**config.mk**
```make
export PLATFORM = sky130hd
export DESIGN_NAME = m68k_io_latch_flat
export DESIGN_NICKNAME = d
export VERILOG_FILES = /design/src/rtl/m68k_io_latch_if.sv /design/src/rtl/m68k_io_latch.sv /design/src/flat_wrapper.sv
export SDC_FILE = /design/constraint.sdc
export NUM_CORES = 1
export LEC_CHECK = 0
export BUFFER_PORTS_ARGS = -buffer_cell sky130_fd_sc_hd__buf_2
export CAP_MARGIN = 10
export CORE_ASPECT_RATIO = 1.4
export CORE_MARGIN = 3
export CORE_UTILIZATION = 40
export CTS_CLUSTER_SIZE = 8
export DETAILED_ROUTE_END_ITERATION = 10
export PLACE_DENSITY = 0.76
export SLEW_MARGIN = 20
export SYNTH_ARGS = -nofsm -noshare
export SYNTH_HDL_FRONTEND = slang
export SYNTH_SLANG_ARGS = --single-unit
```
**constraint.sdc**
```tcl
create_clock -name clk_sys -period 6.85 [get_ports clk_sys]
set_input_delay 0.685 -clock clk_sys [delete_from_list [all_inputs] [get_ports clk_sys]]
set_output_delay 0.685 -clock clk_sys [all_outputs]
set_load 0.02 [all_outputs]
```
**src/rtl/m68k_io_latch_if.sv**
```systemverilog
`default_nettype none
// ============================================================================
//  Module   : m68k_io_latch_if
//  Purpose  : Bus bundle between chip_select / CPU pins and m68k_io_latch.
//             The 68k write bus, decoded selects, Z80 IO strobes and every
//             latched output.
//  Revision : 1.0  initial release
// ============================================================================
interface m68k_io_latch_if;
    logic [2:0]  pcb;
    logic [15:0] m68k_din;
    logic        m68k_rw;
    logic        m68k_uds_n;
    logic        m68k_lds_n;
    logic        irq_z80_cs;
    logic        bg_scroll_x_cs;
    logic        bg_scroll_y_cs;
    logic        fg_scroll_x_cs;
    logic        fg_scroll_y_cs;
    logic        sound_latch_cs;
    logic        irq_ack_cs;
    logic        vbl;
    logic        z80_latch_r_cs;
    logic        z80_latch_clr_cs;
    logic        z80_m1_n;
    logic        z80_iorq_n;
    logic [2:0]  m68k_ipl_n;
    logic        z80_int_n;
    logic [7:0]  z80_latch_dout;
    logic        latch_full;
    logic [15:0] io_reg;
    logic        flip_screen;
    logic [9:0]  bg_scroll_x;
    logic [9:0]  bg_scroll_y;
    logic [9:0]  fg_scroll_x;
    logic [9:0]  fg_scroll_y;

    // Driver side: CPU bus, chip_select and Z80 glue.
    modport master (
        output pcb, m68k_din, m68k_rw, m68k_uds_n, m68k_lds_n,
        output irq_z80_cs, bg_scroll_x_cs, bg_scroll_y_cs, fg_scroll_x_cs,
        output fg_scroll_y_cs, sound_latch_cs, irq_ack_cs, vbl,
        output z80_latch_r_cs, z80_latch_clr_cs, z80_m1_n, z80_iorq_n,
        input  m68k_ipl_n, z80_int_n, z80_latch_dout, latch_full, io_reg,
        input  flip_screen, bg_scroll_x, bg_scroll_y, fg_scroll_x, fg_scroll_y
    );

    // Register stage side.
    modport slave (
        input  pcb, m68k_din, m68k_rw, m68k_uds_n, m68k_lds_n,
        input  irq_z80_cs, bg_scroll_x_cs, bg_scroll_y_cs, fg_scroll_x_cs,
        input  fg_scroll_y_cs, sound_latch_cs, irq_ack_cs, vbl,
        input  z80_latch_r_cs, z80_latch_clr_cs, z80_m1_n, z80_iorq_n,
        output m68k_ipl_n, z80_int_n, z80_latch_dout, latch_full, io_reg,
        output flip_screen, bg_scroll_x, bg_scroll_y, fg_scroll_x, fg_scroll_y
    );
endinterface
`default_nettype wire

```
**src/rtl/m68k_io_latch.sv**
```systemverilog
`default_nettype none
// ============================================================================
//  Module   : m68k_io_latch
//  Purpose  : Register/interrupt stage behind chip_select (clk_sys domain).
//             Video control word, four scroll registers, 68k->Z80 sound
//             latch, 68k vblank IRQ with ack, periodic Z80 IRQ.
//             irq_z80_cs selects the video control word (armedf_io/terraf_io
//             register shares that decode on these boards).
//  Revision : 1.0  initial release
// ============================================================================
module m68k_io_latch #(
    parameter int Z80_IRQ_DIV = 2048
) (
    input  logic           clk_sys,
    input  logic           reset,
    m68k_io_latch_if.slave bus
);

    localparam int               CNT_W    = (Z80_IRQ_DIV > 2) ? $clog2(Z80_IRQ_DIV) : 1;
    localparam logic [CNT_W-1:0] CNT_LAST = CNT_W'(Z80_IRQ_DIV - 1);

    // Select index map inside the write-strobe vector.
    localparam int SEL_IO  = 0;
    localparam int SEL_BGX = 1;
    localparam int SEL_BGY = 2;
    localparam int SEL_FGX = 3;
    localparam int SEL_FGY = 4;
    localparam int SEL_SND = 5;
    localparam int SEL_ACK = 6;
    localparam int NSEL    = 7;

    logic [NSEL-1:0]  sel;
    logic             wr_cycle;
    logic [NSEL-1:0]  wr_lvl;
    logic [NSEL-1:0]  strobe;
    logic             vbl_rise;
    logic             clr_pulse;
    logic             z80_ack_lvl;
    logic             z80_ack;
    logic             term;
    logic [2:0]       irq_level;

    logic [NSEL-1:0]  wr_q,        wr_d;
    logic             vbl_q,       vbl_d;
    logic             clr_q,       clr_d;
    logic             ack_q,       ack_d;
    logic [15:0]      io_reg_q,    io_reg_d;
    logic [9:0]       bgx_q,       bgx_d;
    logic [9:0]       bgy_q,       bgy_d;
    logic [9:0]       fgx_q,       fgx_d;
    logic [9:0]       fgy_q,       fgy_d;
    logic [7:0]       latch_q,     latch_d;
    logic             full_q,      full_d;
    logic             irq_pend_q,  irq_pend_d;
    logic [CNT_W-1:0] cnt_q,       cnt_d;
    logic             int_n_q,     int_n_d;

    // Scroll write: low byte needs LDS, the two high bits also need UDS.
    function automatic logic [9:0] scroll_next(input logic [9:0]  cur,
                                               input logic [15:0] din,
                                               input logic        uds_n,
                                               input logic        lds_n);
        logic [9:0] nxt;
        nxt = cur;
        if (!lds_n) begin
            nxt[7:0] = din[7:0];
            if (!uds_n) begin
                nxt[9:8] = din[9:8];
            end
        end
        return nxt;
    endfunction

    assign sel = {bus.irq_ack_cs, bus.sound_latch_cs, bus.fg_scroll_y_cs,
                  bus.fg_scroll_x_cs, bus.bg_scroll_y_cs, bus.bg_scroll_x_cs,
                  bus.irq_z80_cs};

    // A write is in progress when RW is low and at least one data strobe is low;
    // only the first cycle of it produces a strobe, so a long AS updates once.
    assign wr_cycle    = ~bus.m68k_rw & ~(bus.m68k_uds_n & bus.m68k_lds_n);
    assign wr_lvl      = sel & {NSEL{wr_cycle}};
    assign strobe      = wr_lvl & ~wr_q;
    assign vbl_rise    = bus.vbl & ~vbl_q;
    assign clr_pulse   = bus.z80_latch_clr_cs & ~clr_q;
    assign z80_ack_lvl = ~bus.z80_m1_n & ~bus.z80_iorq_n;
    assign z80_ack     = z80_ack_lvl & ~ack_q;
    assign term        = (cnt_q == CNT_LAST);
    assign irq_level   = (bus.pcb == 3'd2) ? 3'd2 : 3'd1;

    // Next-state for all registers; later assignments carry priority.
    always_comb begin
        wr_d       = wr_lvl;
        vbl_d      = bus.vbl;
        clr_d      = bus.z80_latch_clr_cs;
        ack_d      = z80_ack_lvl;
        io_reg_d   = io_reg_q;
        bgx_d      = bgx_q;
        bgy_d      = bgy_q;
        fgx_d      = fgx_q;
        fgy_d      = fgy_q;
        latch_d    = latch_q;
        full_d     = full_q;
        irq_pend_d = irq_pend_q;
        cnt_d      = term ? '0 : cnt_q + CNT_W'(1);
        int_n_d    = int_n_q;

        if (strobe[SEL_IO]) begin
            if (!bus.m68k_uds_n) io_reg_d[15:8] = bus.m68k_din[15:8];
            if (!bus.m68k_lds_n) io_reg_d[7:0]  = bus.m68k_din[7:0];
        end
        if (strobe[SEL_BGX]) bgx_d = scroll_next(bgx_q, bus.m68k_din, bus.m68k_uds_n, bus.m68k_lds_n);
        if (strobe[SEL_BGY]) bgy_d = scroll_next(bgy_q, bus.m68k_din, bus.m68k_uds_n, bus.m68k_lds_n);
        if (strobe[SEL_FGX]) fgx_d = scroll_next(fgx_q, bus.m68k_din, bus.m68k_uds_n, bus.m68k_lds_n);
        if (strobe[SEL_FGY]) fgy_d = scroll_next(fgy_q, bus.m68k_din, bus.m68k_uds_n, bus.m68k_lds_n);

        // Z80 clear first so a simultaneous 68k write wins.
        if (clr_pulse) begin
            latch_d = 8'h00;
            full_d  = 1'b0;
        end
        if (strobe[SEL_SND] && !bus.m68k_lds_n) begin
            latch_d = bus.m68k_din[7:0];
            full_d  = 1'b1;
        end

        // Ack first so a coincident vblank edge keeps the request pending.
        if (strobe[SEL_ACK]) irq_pend_d = 1'b0;
        if (vbl_rise)        irq_pend_d = 1'b1;

        // Ack first so a coincident terminal count keeps INT asserted.
        if (z80_ack) int_n_d = 1'b1;
        if (term)    int_n_d = 1'b0;
    end

    // State register; reset also clears the edge detectors.
    always_ff @(posedge clk_sys or posedge reset) begin
        if (reset) begin
            wr_q       <= '0;
            vbl_q      <= 1'b0;
            clr_q      <= 1'b0;
            ack_q      <= 1'b0;
            io_reg_q   <= 16'h0000;
            bgx_q      <= 10'h000;
            bgy_q      <= 10'h000;
            fgx_q      <= 10'h000;
            fgy_q      <= 10'h000;
            latch_q    <= 8'h00;
            full_q     <= 1'b0;
            irq_pend_q <= 1'b0;
            cnt_q      <= '0;
            int_n_q    <= 1'b1;
        end else begin
            wr_q       <= wr_d;
            vbl_q      <= vbl_d;
            clr_q      <= clr_d;
            ack_q      <= ack_d;
            io_reg_q   <= io_reg_d;
            bgx_q      <= bgx_d;
            bgy_q      <= bgy_d;
            fgx_q      <= fgx_d;
            fgy_q      <= fgy_d;
            latch_q    <= latch_d;
            full_q     <= full_d;
            irq_pend_q <= irq_pend_d;
            cnt_q      <= cnt_d;
            int_n_q    <= int_n_d;
        end
    end

    assign bus.m68k_ipl_n     = irq_pend_q ? ~irq_level : 3'b111;
    assign bus.z80_int_n      = int_n_q;
    assign bus.z80_latch_dout = bus.z80_latch_r_cs ? latch_q : 8'h00;
    assign bus.latch_full     = full_q;
    assign bus.io_reg         = io_reg_q;
    assign bus.flip_screen    = io_reg_q[12];
    assign bus.bg_scroll_x    = bgx_q;
    assign bus.bg_scroll_y    = bgy_q;
    assign bus.fg_scroll_x    = fgx_q;
    assign bus.fg_scroll_y    = fgy_q;

endmodule
`default_nettype wire

```
**src/flat_wrapper.sv**
```systemverilog
// flat-port wrapper written by rule: the top's interface ports become plain ports
module m68k_io_latch_flat 
#(
    parameter int Z80_IRQ_DIV = 2048
)
  (clk_sys, reset, bus_pcb, bus_m68k_din, bus_m68k_rw, bus_m68k_uds_n, bus_m68k_lds_n, bus_irq_z80_cs, bus_bg_scroll_x_cs, bus_bg_scroll_y_cs, bus_fg_scroll_x_cs, bus_fg_scroll_y_cs, bus_sound_latch_cs, bus_irq_ack_cs, bus_vbl, bus_z80_latch_r_cs, bus_z80_latch_clr_cs, bus_z80_m1_n, bus_z80_iorq_n, bus_m68k_ipl_n, bus_z80_int_n, bus_z80_latch_dout, bus_latch_full, bus_io_reg, bus_flip_screen, bus_bg_scroll_x, bus_bg_scroll_y, bus_fg_scroll_x, bus_fg_scroll_y);
  m68k_io_latch_if bus_i ();
  input  logic clk_sys;
  input  logic reset;
  input wire logic [$bits(bus_i.pcb)-1:0] bus_pcb;
  input wire logic [$bits(bus_i.m68k_din)-1:0] bus_m68k_din;
  input wire logic [$bits(bus_i.m68k_rw)-1:0] bus_m68k_rw;
  input wire logic [$bits(bus_i.m68k_uds_n)-1:0] bus_m68k_uds_n;
  input wire logic [$bits(bus_i.m68k_lds_n)-1:0] bus_m68k_lds_n;
  input wire logic [$bits(bus_i.irq_z80_cs)-1:0] bus_irq_z80_cs;
  input wire logic [$bits(bus_i.bg_scroll_x_cs)-1:0] bus_bg_scroll_x_cs;
  input wire logic [$bits(bus_i.bg_scroll_y_cs)-1:0] bus_bg_scroll_y_cs;
  input wire logic [$bits(bus_i.fg_scroll_x_cs)-1:0] bus_fg_scroll_x_cs;
  input wire logic [$bits(bus_i.fg_scroll_y_cs)-1:0] bus_fg_scroll_y_cs;
  input wire logic [$bits(bus_i.sound_latch_cs)-1:0] bus_sound_latch_cs;
  input wire logic [$bits(bus_i.irq_ack_cs)-1:0] bus_irq_ack_cs;
  input wire logic [$bits(bus_i.vbl)-1:0] bus_vbl;
  input wire logic [$bits(bus_i.z80_latch_r_cs)-1:0] bus_z80_latch_r_cs;
  input wire logic [$bits(bus_i.z80_latch_clr_cs)-1:0] bus_z80_latch_clr_cs;
  input wire logic [$bits(bus_i.z80_m1_n)-1:0] bus_z80_m1_n;
  input wire logic [$bits(bus_i.z80_iorq_n)-1:0] bus_z80_iorq_n;
  output wire logic [$bits(bus_i.m68k_ipl_n)-1:0] bus_m68k_ipl_n;
  output wire logic [$bits(bus_i.z80_int_n)-1:0] bus_z80_int_n;
  output wire logic [$bits(bus_i.z80_latch_dout)-1:0] bus_z80_latch_dout;
  output wire logic [$bits(bus_i.latch_full)-1:0] bus_latch_full;
  output wire logic [$bits(bus_i.io_reg)-1:0] bus_io_reg;
  output wire logic [$bits(bus_i.flip_screen)-1:0] bus_flip_screen;
  output wire logic [$bits(bus_i.bg_scroll_x)-1:0] bus_bg_scroll_x;
  output wire logic [$bits(bus_i.bg_scroll_y)-1:0] bus_bg_scroll_y;
  output wire logic [$bits(bus_i.fg_scroll_x)-1:0] bus_fg_scroll_x;
  output wire logic [$bits(bus_i.fg_scroll_y)-1:0] bus_fg_scroll_y;
  assign bus_i.pcb = bus_pcb;
  assign bus_i.m68k_din = bus_m68k_din;
  assign bus_i.m68k_rw = bus_m68k_rw;
  assign bus_i.m68k_uds_n = bus_m68k_uds_n;
  assign bus_i.m68k_lds_n = bus_m68k_lds_n;
  assign bus_i.irq_z80_cs = bus_irq_z80_cs;
  assign bus_i.bg_scroll_x_cs = bus_bg_scroll_x_cs;
  assign bus_i.bg_scroll_y_cs = bus_bg_scroll_y_cs;
  assign bus_i.fg_scroll_x_cs = bus_fg_scroll_x_cs;
  assign bus_i.fg_scroll_y_cs = bus_fg_scroll_y_cs;
  assign bus_i.sound_latch_cs = bus_sound_latch_cs;
  assign bus_i.irq_ack_cs = bus_irq_ack_cs;
  assign bus_i.vbl = bus_vbl;
  assign bus_i.z80_latch_r_cs = bus_z80_latch_r_cs;
  assign bus_i.z80_latch_clr_cs = bus_z80_latch_clr_cs;
  assign bus_i.z80_m1_n = bus_z80_m1_n;
  assign bus_i.z80_iorq_n = bus_z80_iorq_n;
  assign bus_m68k_ipl_n = bus_i.m68k_ipl_n;
  assign bus_z80_int_n = bus_i.z80_int_n;
  assign bus_z80_latch_dout = bus_i.z80_latch_dout;
  assign bus_latch_full = bus_i.latch_full;
  assign bus_io_reg = bus_i.io_reg;
  assign bus_flip_screen = bus_i.flip_screen;
  assign bus_bg_scroll_x = bus_i.bg_scroll_x;
  assign bus_bg_scroll_y = bus_i.bg_scroll_y;
  assign bus_fg_scroll_x = bus_i.fg_scroll_x;
  assign bus_fg_scroll_y = bus_i.fg_scroll_y;
  m68k_io_latch #(.Z80_IRQ_DIV(Z80_IRQ_DIV)) u_core (.clk_sys(clk_sys), .reset(reset), .bus(bus_i));
endmodule
```
# After elaboration in Yosys (flattened, before gate mapping)
# Cells that the tools add are included.
# totals
wordCells	68
inputBits	36
ff_bits	88
# op_classes
mux	12
add_sub_neg	1
n_reduce_logical	15
eq_ne	2
bitwise_logic	19
# op_table
operator	count
8-bit two-way mux	3
7-bit AND	2
2-bit AND reduction	6
3-bit AND reduction	4
11-bit by 1-bit adder with 11-bit output (second input constant)	1
11-bit == test (second input constant)	1
11-bit two-way mux	1
1-bit NOT	9
7-bit NOT	1
1-bit AND	6
1-bit two-way mux	6
2-bit nonzero test	3
3-bit by 2-bit == test with 1-bit output (second input constant)	1
3-bit two-way mux	1
3-bit NOT	1
2-bit two-way mux	1
1-bit logical AND	1
1-bit logical NOT	1

# Depth between registers and ports, before layout
# Gate-level depths: netlist of run 1.
# logic_depth
depth_word	7
depth_mapped	5
ltp_nobuf	4

# Least setup slack after synthesis of run 1
# OpenSTA, ideal clock, no wires.
# synth_path
path_kind	input -> output
startpoint	input bus_pcb[0]
endpoint	output bus_m68k_ipl_n[1]
path_buffers	0
t_arrival_ps	1436
stages	1
setup_slack_ps	4729
required_time_ps	6165
path_cell_list	or4b_2
# synth_via
elab_chain_len	4
# synth_rtl
item	line	rtl
start: declaration	flat_wrapper.sv:10	input wire logic [$bits(bus_i.pcb)-1:0] bus_pcb;
3-bit by 2-bit == test with 1-bit output	m68k_io_latch.sv:88	assign irq_level = (bus.pcb == 3'd2) ? 3'd2 : 3'd1;
2-bit two-way mux	m68k_io_latch.sv:88	
3-bit NOT	m68k_io_latch.sv:170	assign bus.m68k_ipl_n = irq_pend_q ? ~irq_level : 3'b111;
3-bit two-way mux	m68k_io_latch.sv:170	
end: declaration	flat_wrapper.sv:27	output wire logic [$bits(bus_i.m68k_ipl_n)-1:0] bus_m68k_ipl_n;
# No other way between the ends.

# Worst setup path after layout of run 1
# Ends and elaborated chain as after synthesis.

==> results.yml, run 1 <==
outcome:
  status: "complete, no violations"
clock_tree:
  cts_tree: "done"
  htreeDepth: 3
  cts_resized: 0
  root_buffer: "clkbuf_16"
  post_cts_buffers: 0
  insertion_delay_ns: 0.34
  hold_buffers: 0
  cts_buffer_depth: 2
  cts_inserted_buffers: 9
  clkSlewWorstSetupHoldPaths_ns: 0.06
  clkSinkCount: 88
global_route:
  first_global_vias: 2425
  grt_max_degree: 89
  antenna_found_initial: 0
  grt_usage: 0.171
  grt_pass1_wl_um: 13100
  overflow: 0
routing:
  first_pass_iters: 4
  drt_wl_total_um: 8140
  vias: 2356
  drc: 0
  post_drt_via_cell_ratio: 5.04
  drtIter0Drc: 73
  detail-route-antenna-nets: 0
  wire_per_inst_um: 17.4
flow_run:
  drv_cap: 0
timing:
  slew_headroom: 0.359
  setup_viol: 0
  tns_ns: 0
  clock.fmax_ghz: 0.434
  layout_min_cycle_time_ns: 2.30
  fin_ws_ns: 4.55
  final_hold_viol_count: 0
  skew_ns: 0.00342
  tightest_slew_ns: 0.957
  slew_violations: 0
  fin_crit_sh: 0.336
  rsz0062_at_grt: "no"
worst_setup_path:
  end_kind: "output pin"
  cp.arrival_ns: 1.62
  cp_cell_sequence: "buf_2 > or4b_2 > buf_2"
  cp.required_ns: 6.16
  cp_slowest_cell: "or4b_2"
  cp_common_cell: "buf_2"
  crit_path_start_kind: "input pin"
  crit_type: "in -> out"
  critical_path.max_fanout: 2
  cp_top_family: "simple AND/OR/NAND/NOR gates"
  slowest_delay_ns: 0.65
  r2r_setup_slack_ns: 5.13
  cp.buffers_inverters: 2
synth:
  synth_area_leader_cell: "dfrtp_1"
  yosys_warnings: 0
  syn-num-nets: 285
  synth-seq-cells: 88
  syn_inst: 248
  syn_area_per_cell_um2: 14.3
  yosysTopAreaCellShare: 0.614
  synthArstFlopShare: 1.00
  seq_area_frac_synth: 0.622
  yosys-top-cells-count: "dfrtp_1 (87), mux2_2 (47), nand2_1 (17)"
  synthMostInstantiatedCell: "dfrtp_1"
  synth_cell_types: 36
  ys_top_cells_by_area: "dfrtp_1 (61%), mux2_2 (15%), nor4b_4 (3.4%)"
  synth_edf_count: 0
  synthFlopType: "dfrtp_1"
  syn_area_mm2: 0.00354
floorplan:
  io_pins: 106
  core_area_mm2: 0.00861
  die_y_um: 117
  start_util: 0.412
  die_area_mm2: 0.0100
  dieWidth_um: 85.6
  row_count: 40
place:
  postPlaceCellArea_mm2: 0.00416
  place_ws_ns: 4.54
  port_buffers: 104
  hpwlAfterDp_um: 5990
  dp.cells: 451
  gp_congestion: 0.745
worst_hold_path:
  hold_path.class: "in -> reg"
pwr:
  cellPowerDensity_mw_per_mm2: 331
  power.leakage_nw: 2.15
  max-vdd-ir-drop_uv: 188
final_layout:
  fillers: 777
  utilization: 0.523
  largest_reg_flops: 16
  multi_input_area_mm2: 0.00128
  antenna_cells: 0
  final_area_mm2: 0.00450
  layout.cells.non_filler: 467
  area_growth_pct: 26.9
  num-nets-final: 394
  layout-drive-gt1-share: 0.492
  regArea_mm2: 0.00220
power by group:
| group | switching [W] | internal, W |
|---|---|---|
| Combinational | 0.000191 | 0.000123 |
| Sequential | 0.0000402 | 0.000601 |
| Clock | 0.000196 | 0.000340 |
per-stage QoR:
step	hold slack, ns	total power [W]
2_1_floorplan	0.439	0.000841
3_3_place_gp	0.453	0.000961
3_5_place_dp	0.470	0.000970
4_1_cts	0.462	0.00151
5_1_grt	0.462	0.00155
6_report	0.470	0.00149
area by class of cell:
class / instances / area share
multi-input combinational: 149 / 0.285
inverter: 4 / 0.00362
tap: 105 / 0.0292
sequential: 88 / 0.490
timing repair buffer: 105 / 0.118
clock buffer: 12 / 0.0570
clock inverter: 4 / 0.0170
logic make-up (layout without fill, tap and decap cells):
kind of cell	after synthesis	count (layout)	share of synthesized area
mux	56	56	0.178
other cells	1	1	0.00106
compound gates	19	19	0.0311
simple gates	66	66	0.134
flops	88	88	0.622
buf+inv	11	125	0.0162
xor+xnor	6	6	0.0148
fa+ha+maj	1	1	0.00353
per-layer routing:
metal  routed length, um  vias up  global-route usage
met5                   0        -                   0
li1                    -     1086                   -
met4                 115        0              0.0594
met3                 568        8              0.0520
met2                4270       69               0.285
met1                3190     1193               0.209
layout by cell type (no fill, tap or decap), types with 4 or more instances in the layout:
| cell type | count |
|---|---|
| nand2_1 | 17 |
| clkbuf_16 | 9 |
| buf_2 | 104 |
| and2b_1 | 4 |
| mux2_2 | 47 |
| nor4b_4 | 5 |
| and2_1 | 15 |
| mux2_1 | 9 |
| and4_1 | 4 |
| nand3_1 | 4 |
| o21ai_0 | 10 |
| dfrtp_1 | 87 |
| xnor2_1 | 4 |
| nor2_1 | 5 |
path summary, 6_finish.rpt:
| check | startpoint | cells past startpoint | end |
|---|---|---|---|
| setup / recovery | bus_pcb[0] | 3 | bus_m68k_ipl_n[1] |
| max in group asynchronous | reset | 3 | u_core.bus.io_reg[6] |
| hold / removal | bus_vbl | 1 | u_core.vbl_q |
| min in group asynchronous | reset | 3 | u_core.bus.io_reg[12] |
| setup reg to reg | u_core.wr_q[3] | 3 | u_core.bus.fg_scroll_x[9] |
| hold reg to reg | u_core.cnt_q[8] | 1 | u_core.cnt_q[8] |
Note: power is estimated with default switching activity, not from simulation.
==> run 2: changes to the inputs <==
--- a/config.mk
+++ b/config.mk
@@ -12,7 +12,7 @@
 export CORE_UTILIZATION = 40
 export CTS_CLUSTER_SIZE = 8
 export DETAILED_ROUTE_END_ITERATION = 10
-export PLACE_DENSITY = 0.76
+export PLACE_DENSITY = 0.78
 export SLEW_MARGIN = 20
 export SYNTH_ARGS = -nofsm -noshare
 export SYNTH_HDL_FRONTEND = slang
==> constraint.sdc (replaced) <==
create_clock -name clk_sys -period 2.09 [get_ports clk_sys]
set_input_delay 0.209 -clock clk_sys [delete_from_list [all_inputs] [get_ports clk_sys]]
set_output_delay 0.209 -clock clk_sys [all_outputs]
set_load 0.02 [all_outputs]
==> results.yml, run 2 (synthesized netlist as in run 1, its figures left out) <==
floorplan:
  die_area_mm2: 0.0100
  start_util: 0.412
  die_y_um: 117
  row_count: 40
  io_pins: 106
  core_area_mm2: 0.00861
  dieWidth_um: 85.6
final_layout:
  antenna_cells: 0
  layout-drive-gt1-share: 0.497
  final_common_cell: "buf_2"
  multi_input_area_mm2: 0.00128
  largest_reg_flops: 16
  regArea_mm2: 0.00220
  fillers: 767
  num-nets-final: 404
  area_growth_pct: 31.0
  final_cell_mix: "buf_2 (104), dfrtp_1 (87), mux2_2 (47)"
global_route:
  grt_pass1_wl_um: 13400
  grt_usage: 0.172
  first_global_vias: 2572
  antenna_found_initial: 0
  grt_max_degree: 73
  overflow: 0
worst_hold_path:
  worstHoldPathCells: 2
  min_from: "bus_z80_m1_n"
  holdPathEnd: "u_core.ack_q"
  hold_path.class: "in -> reg"
worst_setup_path:
  crit_type: "reg -> out"
  cp.required_ns: 1.88
  slowest_delay_ns: 0.58
  r2r_setup_slack_ns: 0.47
  crit_path_start_kind: "register"
  rr_endpoint: "u_core.bus.bg_scroll_x[2]"
  end_kind: "output pin"
  cp.arrival_ns: 1.46
  r2r-start: "u_core.wr_q[1]"
  cp_slowest_cell: "or4b_2"
  cp_cell_sequence: "or4b_2 > buf_2"
  critical_path.max_fanout: 3
  rr_worst_depth: 3
place:
  gp_congestion: 0.767
  place_ws_ns: 0.384
  port_buffers: 104
  hpwlAfterDp_um: 6100
clock_tree:
  cts_resized: 0
  cts_buffer_depth: 2
  cts_tree: "done"
  clkSlewWorstSetupHoldPaths_ns: 0.06
  hold_buffers: 3
  clkSinkCount: 88
  cts_inserted_buffers: 9
  htreeDepth: 3
  insertion_delay_ns: 0.33
  post_cts_buffers: 0
  root_buffer: "clkbuf_16"
routing:
  vias: 2412
  drc: 0
  drt_wl_total_um: 8160
  first_pass_iters: 4
  post_drt_via_cell_ratio: 5.06
  drtIter0Drc: 51
  wire_per_inst_um: 17.1
  detail-route-antenna-nets: 0
pwr:
  power.leakage_nw: 2.22
  cellPowerDensity_mw_per_mm2: 1110
  max-vdd-ir-drop_uv: 607
timing:
  clock.fmax_ghz: 0.599
  skew_ns: 0.00641
  tns_ns: 0
  final_hold_viol_count: 0
  rsz0062_at_grt: "no"
  fin_ws_ns: 0.421
  layout_min_cycle_time_ns: 1.67
  slew_violations: 0
  fin_crit_sh: 0.799
  setup_viol: 0
outcome:
  status: "complete, no violations"
flow_run:
  drv_cap: 0
-- run 2: layout make-up --
type	instances	area share
timing repair buffer	115	0.134
tap	105	0.0283
inverter	4	0.00404
multi-input combinational	149	0.276
sequential	88	0.474
clock buffer	10	0.0493
clock inverter	6	0.0334
-- run 2: worst max-delay path by stage --
stage                                  from                   endpoint  cells after the start
after floorplan              u_core.wr_q[1]  u_core.bus.bg_scroll_x[8]                      3
after global placement       bus_m68k_lds_n  u_core.bus.bg_scroll_x[5]                      4
after detailed placement     bus_m68k_lds_n  u_core.bus.bg_scroll_x[2]                      4
after CTS                 u_core.irq_pend_q          bus_m68k_ipl_n[1]                      2
after global routing      u_core.irq_pend_q          bus_m68k_ipl_n[1]                      2
final                     u_core.irq_pend_q          bus_m68k_ipl_n[1]                      2
-- run 2: report_power, final --
| part | total (W) | switching [W] | internal [W] |
|---|---|---|---|
| Combinational | 0.00102 | 0.000610 | 0.000414 |
| Sequential | 0.00211 | 0.000142 | 0.00197 |
| Clock | 0.00204 | 0.000632 | 0.00141 |
-- run 2: layer usage --
metal  routed length (um)  GRT usage  part of all wire  vias to the layer above
met5                    0          0                 0                        -
met3                  496     0.0569             0.061                        7
met2                 4320      0.288              0.53                       64
met1                 3240      0.204              0.40                     1235
met4                  105     0.0604             0.013                        0
li1                     -          -                 -                     1106
-- run 2: worst max-delay path: cells and delay by family, from the launching register on --
| kind | cells | cell delay, ns |
|---|---|---|
| buffers and inverters | 1 | 0.18 |
| flip-flops | 1 | 0.37 |
| AND/OR/NAND/NOR | 1 | 0.58 |
-- run 2: metrics by stage --
step / hold slack, ns / util / area (um^2) / instances / power (W)
floorplan: 0.240 / - / 3550 / 248 / 0.00276
global placement: 0.229 / 0.491 / 4230 / 458 / 0.00315
detailed placement: 0.240 / 0.491 / 4230 / 458 / 0.00318
CTS: 0.0335 / 0.540 / 4640 / 477 / 0.00525
global route: 0.0397 / 0.540 / 4640 / 477 / 0.00542
finish: 0.0421 / 0.540 / 4640 / 477 / 0.00518
